--- src/rtl/output_device_bank.sv ---
// rtl/output_device_bank.sv - memory-mapped output device registers with write modes and a change-event FIFO
module output_device_bank #(
  parameter int NUM_DEVICES = 4,
  parameter int WIDTH       = 32,
  parameter int EVENT_DEPTH = 4
) (
  input  logic                     clk,
  input  logic                     reset,
  input  logic [7:0]               address,
  input  logic [WIDTH-1:0]         value,
  input  logic [1:0]               write_mode,
  input  logic                     is_write,
  output logic [NUM_DEVICES*WIDTH-1:0] device_values,
  output logic [WIDTH-1:0]         read_value,
  output logic                     bad_address,
  output logic                     event_valid,
  output logic [7:0]               event_address,
  output logic [WIDTH-1:0]         event_value,
  input  logic                     event_ready,
  output logic                     event_overflow
);

  localparam int PTR_W = (EVENT_DEPTH > 1) ? $clog2(EVENT_DEPTH) : 1;
  localparam int EW    = 8 + WIDTH;
  localparam logic [PTR_W:0] FULL = EVENT_DEPTH[PTR_W:0];

  localparam logic [1:0] MODE_STORE  = 2'd0;
  localparam logic [1:0] MODE_SET    = 2'd1;
  localparam logic [1:0] MODE_CLEAR  = 2'd2;
  localparam logic [1:0] MODE_TOGGLE = 2'd3;

  logic [WIDTH-1:0] regs_q [NUM_DEVICES];
  logic [WIDTH-1:0] regs_d [NUM_DEVICES];
  logic [EW-1:0]    mem_q  [EVENT_DEPTH];
  logic [EW-1:0]    mem_d  [EVENT_DEPTH];
  logic [PTR_W-1:0] wr_ptr_q, wr_ptr_d;
  logic [PTR_W-1:0] rd_ptr_q, rd_ptr_d;
  logic [PTR_W:0]   count_q, count_d;
  logic             bad_address_q, bad_address_d;
  logic             overflow_q, overflow_d;

  logic             in_range;
  logic [WIDTH-1:0] new_val;
  logic             change;
  logic             pop;
  logic             push;

  // Readback sees the pre-edge register contents; it doubles as the old value for writes
  always_comb begin
    read_value = '0;
    for (int i = 0; i < NUM_DEVICES; i++) begin
      if (address == 8'(i)) read_value = regs_q[i];
    end
  end

  always_comb begin
    device_values = '0;
    for (int i = 0; i < NUM_DEVICES; i++) begin
      device_values[i*WIDTH +: WIDTH] = regs_q[i];
    end
  end

  assign in_range = {1'b0, address} < NUM_DEVICES[8:0];

  always_comb begin
    new_val = value;
    case (write_mode)
      MODE_STORE:  new_val = value;
      MODE_SET:    new_val = read_value | value;
      MODE_CLEAR:  new_val = read_value & ~value;
      MODE_TOGGLE: new_val = read_value ^ value;
      default:     new_val = value;
    endcase
  end

  assign change = is_write && in_range && (new_val != read_value);
  assign pop    = (count_q != '0) && event_ready;
  // A full queue can still accept a push when the head leaves in the same cycle
  assign push   = change && ((count_q != FULL) || pop);

  always_comb begin
    regs_d        = regs_q;
    mem_d         = mem_q;
    wr_ptr_d      = wr_ptr_q;
    rd_ptr_d      = rd_ptr_q;
    count_d       = count_q;
    bad_address_d = is_write && !in_range;
    overflow_d    = overflow_q | (change && !push);

    if (is_write && in_range) begin
      for (int i = 0; i < NUM_DEVICES; i++) begin
        if (address == 8'(i)) regs_d[i] = new_val;
      end
    end

    if (push) begin
      mem_d[wr_ptr_q] = {address, new_val};
      wr_ptr_d        = wr_ptr_q + PTR_W'(1);
    end
    if (pop) begin
      rd_ptr_d = rd_ptr_q + PTR_W'(1);
    end
    if (push && !pop) begin
      count_d = count_q + (PTR_W+1)'(1);
    end else if (pop && !push) begin
      count_d = count_q - (PTR_W+1)'(1);
    end
  end

  always_ff @(posedge clk) begin
    if (reset) begin
      regs_q        <= '{default: '0};
      mem_q         <= '{default: '0};
      wr_ptr_q      <= '0;
      rd_ptr_q      <= '0;
      count_q       <= '0;
      bad_address_q <= 1'b0;
      overflow_q    <= 1'b0;
    end else begin
      regs_q        <= regs_d;
      mem_q         <= mem_d;
      wr_ptr_q      <= wr_ptr_d;
      rd_ptr_q      <= rd_ptr_d;
      count_q       <= count_d;
      bad_address_q <= bad_address_d;
      overflow_q    <= overflow_d;
    end
  end

  assign bad_address    = bad_address_q;
  assign event_valid    = count_q != '0;
  assign event_address  = mem_q[rd_ptr_q][EW-1:WIDTH];
  assign event_value    = mem_q[rd_ptr_q][WIDTH-1:0];
  assign event_overflow = overflow_q;

endmodule

--- config.mk ---
export PLATFORM = sky130hd
export DESIGN_NAME = output_device_bank
export DESIGN_NICKNAME = d
export VERILOG_FILES = /design/src/rtl/output_device_bank.sv
export SDC_FILE = /design/constraint.sdc
export NUM_CORES = 1
export LEC_CHECK = 0
export ABC_AREA = 1
export CORE_MARGIN = 2
export CORE_UTILIZATION = 25
export DETAILED_ROUTE_END_ITERATION = 8
export PLACE_DENSITY = 0.41
export SYNTH_ARGS = -nofsm -noshare
export SYNTH_HDL_FRONTEND = slang
export SYNTH_SLANG_ARGS = --single-unit
--- constraint.sdc ---
create_clock -name clk -period 7.35 [get_ports clk]
set_input_delay 2.205 -clock clk [delete_from_list [all_inputs] [get_ports clk]]
set_output_delay 2.205 -clock clk [all_outputs]
set_load 0.01 [all_outputs]
* Yosys cells after proc, flatten, opt, wreduce, memory -nomap -nowiden
Index checks and enable logic that the tools add are counted.
** Storage, ports and cells
- Register bits :: 297
- Input port bits :: 46
- Output and inout bits :: 203
- Logic and storage cells :: 70
** Operators by class
- Add/sub/neg operators :: 4
- Magnitude comparators :: 4
- Eq/ne operators :: 8
- Mux-type cells :: 13
- Bitwise operators :: 7
- Reduce and logical (&&, ||, !) cells :: 21
** Operator list (count)
- 160-bit bitwise mux :: 1
- 32-bit 2-to-1 mux :: 4
- 32-bit case mux with 4 select lines :: 1
- 40-bit 2-to-1 mux :: 3
- 40-bit binary-select mux with 2-bit select :: 1
- 40-bit demux with 2-bit select :: 1
- 32-bit bitwise AND :: 1
- 32-bit != test :: 1
- 32-bit NOT :: 1
- 32-bit OR :: 1
- 32-bit XOR :: 1
- 8-bit by 2-bit == test with 1-bit output, second input constant :: 2
- 1-bit logical AND :: 9
- 8-bit by 1-bit == test with 1-bit output, second input constant :: 1
- 8-bit zero test :: 1
- 8-bit by 3-bit less-than comparator with 1-bit output, second input constant :: 1
- 2-bit AND reduction :: 4
- 3-bit greater-or-equal comparator, second input constant :: 2
- 3-bit 2-to-1 mux :: 2
- 2-bit NOT with 3-bit output :: 2
- 2-bit by 1-bit adder with 2-bit output, second input constant :: 2
- 2-bit == test, second input constant :: 2
- 3-bit by 1-bit adder with 3-bit output, second input constant :: 1
- 1-bit zero test :: 3
- other kinds (9) :: 9

* Longest topological paths before layout
- Depth in word-level cells :: 14
- Gate-level depth with buffers :: 34
- Mapped depth without buffers :: 32

* Worst setup path after synthesis
OpenSTA, ideal clock, no wires.
- Path type :: input port to flip-flop
- Start point :: input port address[4]
- End point :: register count_q[1]
- Library setup time :: 0.120 ns
- Arrival :: 5.608 ns
- Data required time :: 7.230 ns
- Setup slack :: 1.621 ns
- Stages on the path :: 28
- Buffers on the path :: 1
- Cell sequence :: nor2_1 > nand2_1 > clkinv_2 > nand4_4 > inv_2 > buf_4 > nand2_1 > nand2_1 > inv_1 > ha_1 > or2_2 > nand3_1 > o21ai_1 > inv_2 > nand3_1 > nand2_1 > nand2_1 > nor2_1 > nand2_1 > nor2_2 > nand2_4 > nand3_1 > inv_1 > ha_1 > inv_1 > fa_1 > o21ai_0 > a21oi_1
** Between the ends
- Elaborated cells between the ends (all ways) :: 22
- Those cells by class :: order compare (1); eq/ne (4); mux (6); bitwise (3); reduce/logical (8)
** RTL lines
- from (decl) :: RTL line 9 : input logic [7:0] address,
- 8-bit zero test :: RTL line 52 : if (address == 8'(i)) read_value = regs_q[i];
- 32-bit 2-to-1 mux (3 in series) :: RTL line 52
- 32-bit 2-to-1 mux (*) :: RTL line 52
- named net read_value[12] :: RTL line 14 : output logic [WIDTH-1:0] read_value,
- 32-bit XOR, or another cell as far along :: RTL line 71 : MODE_TOGGLE: new_val = read_value ^ value;
- 32-bit case mux with 4 select lines :: RTL line 67 : case (write_mode)
- 32-bit != test (*) :: RTL line 76 : assign change = is_write && in_range && (new_val != read_value);
- 1-bit logical AND (*) :: RTL line 76
- 1-bit logical AND (*) :: RTL line 79 : assign push = change && ((count_q != FULL) || pop);
- named net push :: RTL line 46 : logic push;
- 1-bit logical AND (*) :: RTL line 103 : if (push && !pop) begin
- 3-bit 2-to-1 mux (*) :: RTL line 103
- named net count_d[1] :: RTL line 38 : logic [PTR_W:0] count_q, count_d;
- to (signal assigned) :: RTL line 124 : count_q <= count_d;
- to (decl) :: RTL line 38
The timed path passes the listed nets; every way through them passes the cells marked *.
A chain may end at the register's enable or synchronous reset.

* Final worst setup path
- Start point :: input port address[1]
- End point :: output port read_value[19]
** Between the ends
- Cells in the longest elaborated chain, start to end :: 5
- Elaborated cells between the ends (all ways) :: 8
- Those cells by class :: eq/ne (3); mux (4); reduce/logical (1)
** RTL lines (RTL line)
- 8-bit zero test :: 52
- 32-bit 2-to-1 mux (3 in series) :: 52
- 32-bit 2-to-1 mux (*) :: 52
- to (decl) :: 14
Every way passes the cells marked *; elsewhere a longest branch is shown, timed or not.

==> flow_metrics.env <==
export IMPL_drt_total_wl_um=63580
export IMPL_totalPowerFinal_uw=4367
export IMPL_final_area_um2=20490
export IMPL_internal_power_uw=3088
export IMPL_grt_pass1_vias=15094
export IMPL_fill_cells=6821
export IMPL_worstHoldStart="mem_q[117]$_SDFFE_PP0P_"
export IMPL_setup_viol=0
export IMPL_die_width_um=256.1
export IMPL_avgRoutedWirePerCell_um=18.25
export IMPL_cts_resized=0
export IMPL_critical_path_class="in2out"
export IMPL_synth_edf_count=0
export IMPL_ir_drop_mv=0.1459
export IMPL_required_ps=5140
export IMPL_synthArstFlopShare=0
export IMPL_dp_hpwl_um=44140
export IMPL_synth_fp_nets=2534
export IMPL_ant_nets=0
export IMPL_ys_types=35
export IMPL_place_area_um2=19130
export IMPL_syn_avg_cell_area_um2=6.571
export IMPL_place_congestion=0.8571
export IMPL_synthFlopType="dfxtp_1"
export IMPL_track_usage=0.1910
export IMPL_critical_path_startpoint="address[1]"
export IMPL_fmax_ghz=0.1428
export IMPL_tritoncts="yes"
export IMPL_combPwrFrac=0.165
export IMPL_clk_pin_slew_ps=50
export IMPL_clock_sinks=297
export IMPL_clkPwrFrac=0.460
export IMPL_place_port_buffers=248
export IMPL_power_leakage_uw=0.009339
export IMPL_die_h_um=256.1
export IMPL_placementRows=92
export IMPL_period_needed_ps=7002
export IMPL_worst_setup_path_start_kind="primary input"
export IMPL_p_sw_uw=1279
export IMPL_hold_violations=0
export IMPL_dieArea_um2=65590
export IMPL_clock_latency_ps=570
export IMPL_tns_ps=0
export IMPL_grt_max_degree=132
export IMPL_ys_ff_latch=297
export IMPL_drt_iter0_markers=1068
export IMPL_p_seq_frac=0.374
export IMPL_worst_ep_arrival_time_ps=4800
export IMPL_io_pins=249
export IMPL_ys_seq_area_frac=0.3742
export IMPL_syn_to_final_growth_pct=28.96
export IMPL_viasPerCell=4.502
export IMPL_power_density_nw_per_um2=213.1
export IMPL_ys_warn_count=0
export IMPL_first_pass_iters=6
export IMPL_antenna_found_initial=1
export IMPL_timing_rr_start="device_values[109]$_SDFFE_PP0P_"
export IMPL_syn_cell_area_um2=15890
export IMPL_cts_setup_buffers=0
export IMPL_final_nets=2721
export IMPL_synth_cells=2418
export IMPL_status="finished, final reports clean"
export IMPL_grt_ovfl_total=0
export IMPL_swShare=0.2929
export IMPL_drive_gt1_frac=0.06791
export IMPL_critPathMaxFanout=22
export IMPL_initial_core_util=0.2523
export IMPL_slew_violations=0
export IMPL_maxSlewHeadroom=0.3264
export IMPL_grt_pass1_wl_um=96410
export IMPL_cts_buffers=39
export IMPL_hold_buffers=0
export IMPL_hold_depth=2
export IMPL_r2r_cells=22
export IMPL_timing_max_cap_violations=0
export IMPL_rsz0062_at_grt="false"
export IMPL_tightest_slew_ps=1008
export IMPL_root_buffer="clkbuf_16"
export IMPL_finalCritPeriodShare=0.9527
export IMPL_hold_class="reg2reg"
export IMPL_clockBufferDepth=3
export IMPL_drc=0
export IMPL_placeableCoreArea_um2=62970
export IMPL_cts_max_level=2
export IMPL_vias=15680
export IMPL_cp_end_kind="primary output"
export IMPL_clock_skew_ps=19.37
## per-stage QoR
step / utilization / hold WS, ps / cells / setup slack (ps)
after CTS: 0.3254 / 435.1 / 3482 / 313.8
after global routing: 0.3254 / 445.2 / 3482 / 161.1
final: 0.3254 / 435.0 / 3483 / 347.7
after detailed placement: 0.3039 / 426.4 / 3410 / 239.8
after floorplan: - / 413.2 / 2418 / 1621
after global placement: 0.3039 / 425.4 / 3410 / 312.1
## critical path, cell delays in order
cell             delay (ps)
clkdlybuf4s50_1         640
inv_2                   160
nand2_2                 100
nor2_4                  220
buf_12                  230
buf_4                   170
nand3_1                 100
nand3_1                 160
nand2_1                 100
inv_1                   120
clkdlybuf4s50_1         550
## area by class of cell
type                            instances  area [µm²]  share of cell area
Timing Repair Buffer                  295        2945              0.1437
Clock buffer                           62        1214             0.05923
Inverter                              314        1185             0.05783
Antenna cell                            1       2.502           0.0001221
Tap cell                              846        1059             0.05166
Clock inverter                         10       140.1            0.006839
Sequential cell                       297        5946              0.2902
Multi-Input combinational cell       1658        8000              0.3904
## synthesized netlist by cell type, types with 2 or more instances
cell type,count,share of area
inv_1,281,0.066
nand3_1,103,0.032
buf_6,24,0.017
or2_0,2,0.00079
dfxtp_1,297,0.37
buf_4,16,0.0076
buf_1,5,0.0012
o21bai_1,30,0.014
nand2_2,2,0.00079
buf_2,23,0.0072
or2_1,11,0.0043
nand2_1,564,0.13
nor2_2,4,0.0016
ha_1,69,0.054
nor2_1,355,0.084
or2_2,12,0.0047
o21ai_1,18,0.0057
clkinv_1,3,0.00071
clkbuf_1,81,0.019
nor2_4,3,0.0021
o22ai_1,6,0.0024
nand4_2,4,0.0031
inv_2,29,0.0069
o211ai_1,17,0.0080
a21oi_1,246,0.077
o21ai_0,204,0.064
## path summary, 6_finish.rpt
check / endpoint / slack, ps
max: read_value[19] / 350
min: mem_q[117]$_SDFFE_PP0P_ / 430
max reg2reg: count_q[1]$_SDFFE_PP0P_ / 3430
min reg2reg: mem_q[117]$_SDFFE_PP0P_ / 430
## cells in the final DEF (no fill, tap or decap), types with 2 or more instances in the layout
master           instances
nand2_1                564
nor2_1                 351
dfxtp_1                297
inv_1                  279
a21oi_1                246
clkdlybuf4s50_1        245
o21ai_0                204
nand3_1                103
ha_1                    69
clkbuf_16               40
buf_4                   37
inv_2                   31
o21bai_1                30
o21ai_1                 18
o211ai_1                17
clkbuf_8                13
or2_2                   12
or2_1                   11
buf_12                  10
clkbuf_1                 9
nor2_4                   7
clkinv_2                 6
o22ai_1                  6
nand4_4                  5
nor2_2                   4
bufinv_16                3
buf_2                    3
nand2_2                  2
or2_0                    2
clkinv_1                 2
inv_6                    2
## registers in the layout, indices dropped and copies added, names as in the netlist
register	flops
event_overflow	1
mem_q	160
rd_ptr_q	2
bad_address	1
wr_ptr_q	2
count_q	3
device_values	128
## layer usage
layer,vias to the layer above,share of wire,GRT usage
met5,-,0,0
met4,0,0.023,0.05491
met3,75,0.045,0.02357
met2,375,0.47,0.3232
met1,7265,0.46,0.2541
li1,7965,-,-
## power by group through the flow
| stage | Clock [µW] | Combinational, µW | Sequential, µW |
|---|---|---|---|
| final | 2010 | 721 | 1640 |
| after CTS | 2070 | 733 | 1630 |
| after detailed placement | 0 | 730 | 1670 |
| after floorplan | 0 | 395 | 1670 |
| after global placement | 0 | 731 | 1670 |
| after global routing | 2140 | 797 | 1640 |
## cells by family (layout without fill, tap and decap cells)
family / Yosys count / count (layout) / share of synthesized area
and+or+nand+nor: 1063 / 1063 / 0.2695
AOI/OAI and AO/OA: 524 / 524 / 0.1738
buffers and inverters: 463 / 681 / 0.1264
DFF: 297 / 297 / 0.3742
adders and majority gates: 70 / 70 / 0.05560
xor gates and xnor gates: 1 / 1 / 0.0005513
other: 0 / 1 / 0
Note: power is estimated with default switching activity, not from simulation.
